===== src/rtl/wdt_pkg.sv =====
// Shared watchdog definitions: register offsets, default kick value and the
// kicker FSM state encoding.
package wdt_pkg;

  localparam logic [4:0] R_CTRL = 5'd0;
  localparam logic [4:0] R_TOUT = 5'd1;
  localparam logic [4:0] R_KICK = 5'd2;
  localparam logic [4:0] R_CNT  = 5'd3;

  localparam logic [7:0] KICK_DEFAULT = 8'h6b;

  typedef enum logic [1:0] {
    IDLE  = 2'd0,
    REQ   = 2'd1,
    WRITE = 2'd2,
    REL   = 2'd3
  } kick_state_e;

  function automatic logic [7:0] sat_inc8(input logic [7:0] v);
    return (v == 8'hff) ? v : v + 8'd1;
  endfunction

endpackage


===== src/rtl/hb_sync.sv =====
// Heartbeat synchronizer (two flops) followed by an any-edge detector.
// Only built when WDT_KICKER_HEARTBEAT_EN is defined.
`ifdef WDT_KICKER_HEARTBEAT_EN
module hb_sync (
  input  logic clk,
  input  logic rst,
  input  logic din,
  output logic pulse
);

  logic s1, s2, s3;

  // shift the async input through the synchronizer and one history flop
  always_ff @(posedge clk or posedge rst) begin
    if (rst) begin
      s1 <= 1'b0;
      s2 <= 1'b0;
      s3 <= 1'b0;
    end else begin
      s1 <= din;
      s2 <= s1;
      s3 <= s2;
    end
  end

  assign pulse = s2 ^ s3;

endmodule
`endif


===== src/rtl/wdt_kicker.sv =====
// Periodic watchdog kicker: a CSR bus master that writes KICK_VALUE to the
// watchdog kick register once per window. WDT_KICKER_HEARTBEAT_EN gates kicks on SoC heartbeat.
module wdt_kicker
  import wdt_pkg::*;
#(
  parameter logic [4:0] WDT_BASE_ADDR = 5'h0,
  parameter logic [7:0] KICK_VALUE    = KICK_DEFAULT,
  parameter logic [7:0] PERIOD        = 8'd64,
  parameter logic [2:0] MISS_LIMIT    = 3'd3
) (
  input  logic       clk,
  input  logic       rst,
  input  logic       ce,
  input  logic       en,
  input  logic       heartbeat,
  output logic       bus_req,
  input  logic       bus_gnt,
  output logic [4:0] csr_a,
  output logic [7:0] csr_do,
  output logic       csr_we,
  output logic       stalled,
  output logic [7:0] kick_cnt
);

  localparam logic [7:0] RELOAD = PERIOD - 8'd1;

  kick_state_e state, state_nx;
  logic [7:0]  win_cnt;
  logic        window_end;
  logic        kick_pending;
  logic        kick_set;

  // window counter and one-cycle window_end strobe
  always_ff @(posedge clk or posedge rst) begin
    if (rst) begin
      win_cnt    <= RELOAD;
      window_end <= 1'b0;
    end else if (!en) begin
      win_cnt    <= RELOAD;
      window_end <= 1'b0;
    end else if (ce && (win_cnt == 8'd0)) begin
      win_cnt    <= RELOAD;
      window_end <= 1'b1;
    end else begin
      if (ce) win_cnt <= win_cnt - 8'd1;
      window_end <= 1'b0;
    end
  end

`ifdef WDT_KICKER_HEARTBEAT_EN
  logic       hb_edge;
  logic       hb_seen;
  logic [2:0] miss_cnt;

  hb_sync u_hb_sync (
    .clk   (clk),
    .rst   (rst),
    .din   (heartbeat),
    .pulse (hb_edge)
  );

  // miss tracking: a heartbeat edge always wins over a stall
  always_ff @(posedge clk or posedge rst) begin
    if (rst) begin
      hb_seen  <= 1'b0;
      miss_cnt <= 3'd0;
      stalled  <= 1'b0;
    end else begin
      if (hb_edge && stalled) begin
        stalled  <= 1'b0;
        miss_cnt <= 3'd0;
      end else if (window_end && !stalled) begin
        if (hb_seen) begin
          miss_cnt <= 3'd0;
        end else begin
          miss_cnt <= miss_cnt + 3'd1;
          if ((miss_cnt + 3'd1) == MISS_LIMIT) stalled <= 1'b1;
        end
      end
      if (!en)             hb_seen <= 1'b0;
      else if (hb_edge)    hb_seen <= 1'b1;
      else if (window_end) hb_seen <= 1'b0;
    end
  end

  assign kick_set = window_end && hb_seen && !stalled;
`else
  logic unused_hb;
  assign unused_hb = heartbeat;
  assign stalled   = 1'b0;
  assign kick_set  = window_end;
`endif

  // pending kick; repeated window ends merge into one request
  always_ff @(posedge clk or posedge rst) begin
    if (rst) begin
      kick_pending <= 1'b0;
    end else if ((state == REQ) && !en) begin
      kick_pending <= 1'b0;
    end else if (kick_set) begin
      kick_pending <= 1'b1;
    end else if (state == WRITE) begin
      kick_pending <= 1'b0;
    end
  end

  // next-state logic
  always_comb begin
    state_nx = state;
    case (state)
      IDLE:    if (kick_pending && en) state_nx = REQ; else state_nx = IDLE;
      REQ: begin
        if (!en)          state_nx = IDLE;
        else if (bus_gnt) state_nx = WRITE;
        else              state_nx = REQ;
      end
      WRITE:   state_nx = REL;
      REL:     state_nx = IDLE;
      default: state_nx = IDLE;
    endcase
  end

  // state register; outputs are registered from the next state
  always_ff @(posedge clk or posedge rst) begin
    if (rst) begin
      state    <= IDLE;
      bus_req  <= 1'b0;
      csr_we   <= 1'b0;
      csr_a    <= 5'h00;
      csr_do   <= 8'h00;
      kick_cnt <= 8'h00;
    end else begin
      state   <= state_nx;
      bus_req <= (state_nx == REQ) || (state_nx == WRITE);
      csr_we  <= (state_nx == WRITE);
      csr_a   <= (state_nx == WRITE) ? (WDT_BASE_ADDR + R_KICK) : 5'h00;
      csr_do  <= (state_nx == WRITE) ? KICK_VALUE : 8'h00;
      if (state_nx == REL) kick_cnt <= sat_inc8(kick_cnt);
    end
  end

endmodule


===== config.mk =====
export PLATFORM = sky130hd
export DESIGN_NAME = wdt_kicker
export DESIGN_NICKNAME = d
export VERILOG_FILES = /design/src/rtl/wdt_pkg.sv /design/src/rtl/hb_sync.sv /design/src/rtl/wdt_kicker.sv
export SDC_FILE = /design/constraint.sdc
export NUM_CORES = 1
export LEC_CHECK = 0
export BUFFER_PORTS_ARGS = -buffer_cell sky130_fd_sc_hd__buf_2
export CORE_AREA = 3 3 53 55
export DETAILED_ROUTE_END_ITERATION = 16
export DIE_AREA = 0 0 56 58
export PLACE_DENSITY = 0.81
export REMOVE_ABC_BUFFERS = 1
export SLEW_MARGIN = 10
export SYNTH_ARGS = -nofsm -noshare
export SYNTH_HDL_FRONTEND = slang
export SYNTH_HIERARCHICAL = 1
export SYNTH_SLANG_ARGS = --single-unit

===== constraint.sdc =====
create_clock -name clk -period 2 [get_ports clk]
set_input_delay 0.6 -clock clk [delete_from_list [all_inputs] [get_ports clk]]
set_output_delay 0.6 -clock clk [all_outputs]
set_load 0.03 [all_outputs]

==> flow_summary_export.csv, run 1 <==
group,metric,value,unit
power_and_ir_drop,p_leak,0.629,nW
placement,placedInstanceArea,1240,sq um
sta,setup_tns,0,ns
logic_synthesis,ys_warn_count,6,
clock_tree,ctsResizeCount,0,
clock_tree,clk_latency,0.31,ns
final_layout,syn2layout_area_growth,8.05,%
logic_synthesis,synth_flop_cell,"dfrtp_1",
clock_tree,cts-root-buf,"clkbuf_4",
power_and_ir_drop,power_density,1010,nW/um^2
final_layout,final_area,1280,sq um
clock_tree,clk_path_buf_depth,2,
logic_synthesis,syn_area,1180,sq um
clock_tree,cts_buffers,3,
routing,ant_nets,0,
sta,finalHoldViolCount,0,
die,die_w,56,um
setup_path,cpPeakStageDelay,0.43,ns
setup_path,cp-end-kind,"flip-flop",
routing,avgViaCountPerCell,5.32,
global_route,grt_max_degree,15,
setup_path,crit_chain,"ha_1 -> nand4_1 -> o21ai_0 -> mux2_2",
global_route,grt_pass1_wl,3580,um
worst_hold_path,hp-class,"in2async",
sta,hold_slack,0.218,ns
setup_path,reg2reg_depth,4,
sta,maxSlewViolCount,0,
logic_synthesis,synth_cell_types,35,
routing,wl_per_cell,12.4,um
job,cap_violations,0,
logic_synthesis,synth_top_area_cell,"dfrtp_1",
logic_synthesis,synthArstFlopShare,100,%
sta,clock_skew,0.00233,ns
logic_synthesis,synth_top_area_share,33.9,%
clock_tree,htreeDepth,1,
clock_tree,cts_hold_buf,0,
setup_path,arrival,1.85,ns
logic_synthesis,syn_avg_cell_area,10.3,sq um
placement,io_buffers,20,
routing,dr.pass1.iters,4,
logic_synthesis,synth.area.top_cells,"dfrtp_1, dfstp_2, buf_4, xnor2_1, ha_1",
global_route,grt_usage,13.9,%
routing,drc,0,
clock_tree,cts_setup_buffers,0,
routing,drt-initial-drc-count,7,
global_route,antenna_found_initial,0,
setup_path,critPathMaxFanout,5,
clock_tree,path_clk_slew,0.12,ns
global_route,grt_pass1_vias,882,
global_route,overflow,0,
clock_tree,cts_sinks,22,
setup_path,reg2reg_slack,0.36,ns
routing,vias,856,
setup_path,r2r-start,"kick_cnt[0]$_DFFE_PP0P_",
die,fp.dieH,58,um
sta,finalSetupViolCount,0,
run_status,outcome,"finished clean",
logic_synthesis,synth-edff-count,0,
sta,layout_setup_ws,0.359,ns
die,dieArea,3250,sq um
logic_synthesis,synth_common_cells,"dfrtp_1, buf_4, inv_1, nand3_1, dfstp_2",
die,rows,18,
sta,rsz0062_at_grt,"false",
setup_path,worstSetupStartpointType,"flip-flop",
setup_path,cp_slowest_cell,"dfrtp_1",
placement,dp_slack,0.377,ns
power_and_ir_drop,vdd_drop_max,0.664,mV
routing,drt-total-wl,1990,um
sta,finalCritPeriodShare,82.1,%
sta,max_freq,609,MHz
logic_synthesis,netlist_instances,115,
setup_path,worstReg2RegEnd,"kick_cnt[1]$_DFFE_PP0P_",
clock_tree,tritoncts,"yes",
sta,period_minus_slack,1.64,ns
setup_path,crit_required,2.21,ns
die,io-pin-count,30,
placement,gp_congestion,0.837,
die,initial_core_util,48.6,%
final_layout,fin_nets,141,
die,core-area,2430,sq um
logic_synthesis,synth_seq_area_share,47.2,%
power_and_ir_drop,power,0.00128,W
final_layout,drive_gt1_share,29.0,%
setup_path,crit_type,"reg2reg",
logic_synthesis,synth_seq_cells,22,
logic_synthesis,yosysMostFrequentCell,"dfrtp_1",
final_layout,antenna_cells,0,
placement,dpl.hpwl,1550,um
-- per-layer routing --
metal / routed length [um] / GRT usage [%] / vias to the layer above
met4: 20 / 7.80 / 0
met5: 0 / 0 / -
met2: 1010 / 25.2 / 31
li1: - / - / 420
met1: 830 / 15.5 / 403
met3: 129 / 2.23 / 2
-- how the worst max path moves through the flow --
stage / end / slack [ns] / cells past startpoint / from
after floorplan: csr_a[1] / -0.14 / 0 / csr_do[5]$_DFF_PP0_
after global placement: win_cnt[7]$_DFFE_PP0P_ / 0.42 / 4 / en
after detailed placement: kick_cnt[1]$_DFFE_PP0P_ / 0.38 / 4 / kick_cnt[0]$_DFFE_PP0P_
after CTS: kick_cnt[1]$_DFFE_PP0P_ / 0.35 / 4 / kick_cnt[0]$_DFFE_PP0P_
after global routing: kick_cnt[1]$_DFFE_PP0P_ / 0.25 / 4 / kick_cnt[0]$_DFFE_PP0P_
final: kick_cnt[1]$_DFFE_PP0P_ / 0.36 / 4 / kick_cnt[0]$_DFFE_PP0P_
-- cell usage in the layout, fill, tap and decap left out, types with 2 or more instances in the layout --
cell,n
o21ai_0,5
xnor2_1,5
a21oi_1,3
nand2b_1,3
conb_1,8
o21a_1,2
or4_1,2
nor2_1,5
ha_1,3
a31oi_1,3
o211ai_1,2
dfrtp_1,16
inv_1,7
o31ai_1,2
clkbuf_4,3
nand4_1,3
nor2b_1,2
mux2_2,3
dfstp_2,6
nand2_1,5
nand3_1,7
buf_2,20
and4b_1,2
-- per-stage QoR --
stage,cells,util [%]
global placement,157,51.0
CTS,161,52.5
detailed placement,157,51.0
global route,161,52.5
floorplan,106,-
finish,161,52.5
-- logic make-up after synthesis --
kind of cell	share of synthesized area, %
AND/OR/NAND/NOR	17.8
flip-flops	47.2
adder cells (fa/ha/maj)	3.18
XOR/XNOR	3.71
other	0.317
buffers and inverters	11.8
multiplexers	3.71
AO/OA/AOI/OAI	12.3
-- critical path, delay by kind of cell, from the launching register on --
| family | cells | cell delay [ns] |
|---|---|---|
| adders and majority gates | 1 | 0.26 |
| DFF | 1 | 0.43 |
| and+or+nand+nor | 1 | 0.16 |
| AOI/OAI and AO/OA | 1 | 0.32 |
| muxes | 1 | 0.37 |
-- registers in the layout, summed over array words and instances (netlist names) --
name          count
bus_req           1
csr_do            1
kick_cnt          8
state             2
win_cnt           8
kick_pending      1
kick_set          1
-- layout make-up --
cell class,instances,area (sq um)
repair buffers,21,108
flip-flops and latches,22,558
clock buffers,4,36.3
fillers,230,1160
well taps,30,37.5
inverters,7,26.3
multi-input cells,77,510
-- report_power, final --
part,leakage (nW),switching [W],internal [W],total (W)
sequential,0.279,0.0000676,0.000510,0.000578
combinational,0.330,0.000317,0.000144,0.000461
clock,0.0210,0.000134,0.000111,0.000245
total,0.629,0.000518,0.000765,0.00128
Power figures use the tool's default switching activity.
==> inputs of run 2 (changes only) <==
--- a/config.mk
+++ b/config.mk
@@ -6,10 +6,10 @@
 export NUM_CORES = 1
 export LEC_CHECK = 0
 export BUFFER_PORTS_ARGS = -buffer_cell sky130_fd_sc_hd__buf_2
-export CORE_AREA = 3 3 53 55
+export CORE_AREA = 3 3 55 57
 export DETAILED_ROUTE_END_ITERATION = 16
-export DIE_AREA = 0 0 56 58
-export PLACE_DENSITY = 0.81
+export DIE_AREA = 0 0 58 60
+export PLACE_DENSITY = 0.79
 export REMOVE_ABC_BUFFERS = 1
 export SLEW_MARGIN = 10
 export SYNTH_ARGS = -nofsm -noshare
==> constraint.sdc (replaced) <==
create_clock -name clk -period 1.4 [get_ports clk]
set_input_delay 0.42 -clock clk [delete_from_list [all_inputs] [get_ports clk]]
set_output_delay 0.42 -clock clk [all_outputs]
set_load 0.03 [all_outputs]
==> run 2 against run 1 <==
Against the previous run: the run now ends with setup timing left; clock power rose by 100%; clock-buffer cell count down 1; critical path type unchanged; sequential share of layout area shrank 9.7 points; core utilization grew 13 points; largest power group is now combinational logic; via count increased by 15%; non-clock buffer count rose by 28; final cell count increased by 17%; combinational power is 110% higher; die area rose by 7.1%; sequential power increased by 42%; maximum frequency is 12% higher.
==> flow_summary_export.csv, run 2 (same netlist as run 1, synthesis figures left out) <==
group,metric,value,unit
clock_tree,htreeDepth,1,
global_route,overflow,0,
setup_path,reg2reg_depth,5,
die,io-pin-count,30,
final_layout,regArea,559,sq um
clock_tree,cts_sinks,22,
final_layout,syn2layout_area_growth,39.0,%
setup_path,arrival,1.70,ns
power_and_ir_drop,power,0.00229,W
routing,dr.pass1.iters,4,
global_route,grt_pass1_vias,918,
sta,setup_tns,-0.188,ns
placement,dpl.hpwl,1710,um
final_layout,fill_cells,199,
routing,drt-total-wl,2600,um
clock_tree,path_clk_slew,0.13,ns
routing,wl_per_cell,13.7,um
clock_tree,cts_hold_buf,0,
clock_tree,cts-root-buf,"clkbuf_4",
run_status,violations,"setup timing",
sta,finalSetupViolCount,13,
power_and_ir_drop,p_leak,0.792,nW
clock_tree,tritoncts,"yes",
final_layout,biggestRegsByFlops,"kick_cnt: 8 flops, win_cnt: 8 flops, state: 2 flops",
sta,rsz0062_at_grt,"true",
die,fp.dieH,60,um
power_and_ir_drop,vdd_drop_max,1.33,mV
power_and_ir_drop,power_density,1400,nW/um^2
sta,period_minus_slack,1.46,ns
sta,finalHoldViolCount,0,
setup_path,critPathMaxFanout,6,
global_route,grt_usage,14.5,%
final_layout,final_common_cell,"buf_4",
routing,avgViaCountPerCell,5.23,
placement,dp_slack,-0.151,ns
clock_tree,clk_path_buf_depth,2,
routing,ant_nets,0,
final_layout,drive_gt1_share,47.8,%
sta,finalCritPeriodShare,104,%
die,rows,18,
sta,max_freq,685,MHz
sta,layout_setup_ws,-0.0604,ns
routing,drt-initial-drc-count,31,
placement,gp_congestion,0.870,
routing,vias,988,
global_route,grt_max_degree,23,
global_route,grt_pass1_wl,3830,um
routing,drc,0,
die,die_w,58,um
setup_path,cp-end-kind,"flip-flop",
run_status,outcome,"finished, violations left",
setup_path,crit_required,1.64,ns
setup_path,worstSetupStartpointType,"flip-flop",
final_layout,final_cells,189,
die,dieArea,3480,sq um
final_layout,fin_nets,169,
sta,clock_skew,0.00485,ns
die,core-area,2520,sq um
clock_tree,cts_buffers,3,
worst_hold_path,hp-class,"in2async",
final_layout,final_cell_mix,"buf_4, dfrtp_1, buf_6",
setup_path,crit_type,"reg2reg",
setup_path,reg2reg_slack,-0.06,ns
sta,maxSlewViolCount,0,
job,cap_violations,0,
final_layout,multi_input_area,559,sq um
die,initial_core_util,46.8,%
clock_tree,clk_latency,0.31,ns
final_layout,antenna_cells,0,
placement,dp.cells,173,
global_route,antenna_found_initial,0,
placement,io_buffers,20,
-- run 2: path summary, 6_finish.rpt --
path                                             start                       to
min in group clk                                    en   win_cnt[1]$_DFFE_PP1P_
worst min register to register  win_cnt[3]$_DFFE_PP1P_   win_cnt[3]$_DFFE_PP1P_
worst min-delay path                               rst  kick_cnt[7]$_DFFE_PP0P_
worst max-delay path            win_cnt[0]$_DFFE_PP1P_   win_cnt[7]$_DFFE_PP0P_
worst max register to register  win_cnt[0]$_DFFE_PP1P_   win_cnt[7]$_DFFE_PP0P_
max in group asynchronous                          rst   win_cnt[4]$_DFFE_PP1P_
-- run 2: critical path: stages (launching register included) --
cell and delay (ns):
dfstp_2 0.56, inv_2 0.05, ha_4 0.15, and4bb_4 0.22, a211o_1 0.26, mux2i_1 0.15
-- run 2: final cells by class --
class,count,share of cell area [%]
clock buffer,3,1.37
clock inverter,1,1.83
multi-input combinational,77,34.1
sequential,22,34.1
inverter,7,1.60
tap,30,2.29
timing repair buffer,49,24.8
-- run 2: metal layers --
metal	global-route usage, %	part of all wire (%)	wire length (um)	up-vias
li1	-	-	-	475
met1	15.6	40	1040	479
met2	28.2	53	1370	30
met3	4.54	6.0	157	4
met4	1.99	1.3	34	0
met5	0	0	0	-
-- run 2: per-stage QoR --
stage	cell area, sq um	hold slack [ns]	utilization [%]
after floorplan	1090	0.405	-
after global placement	1360	0.467	53.9
after detailed placement	1360	0.474	53.9
after CTS	1600	0.107	63.6
after global routing	1640	0.113	65.1
final	1640	0.114	65.1
-- run 2: power by group --
part | internal, W | switching, W
clock network | 0.000290 | 0.000205
logic | 0.000448 | 0.000526
registers | 0.000731 | 0.0000915
total | 0.00147 | 0.000822
-- run 2: timing repair --
| action | 4_1_cts | 5_1_grt |
|---|---|---|
| resized for setup | 37 | 9 |
| pin swaps | 4 | 5 |
| buffers inserted | 10 | 4 |
| hold endpoints to repair | 0 | 0 |
| setup endpoints to repair | 21 | 20 |
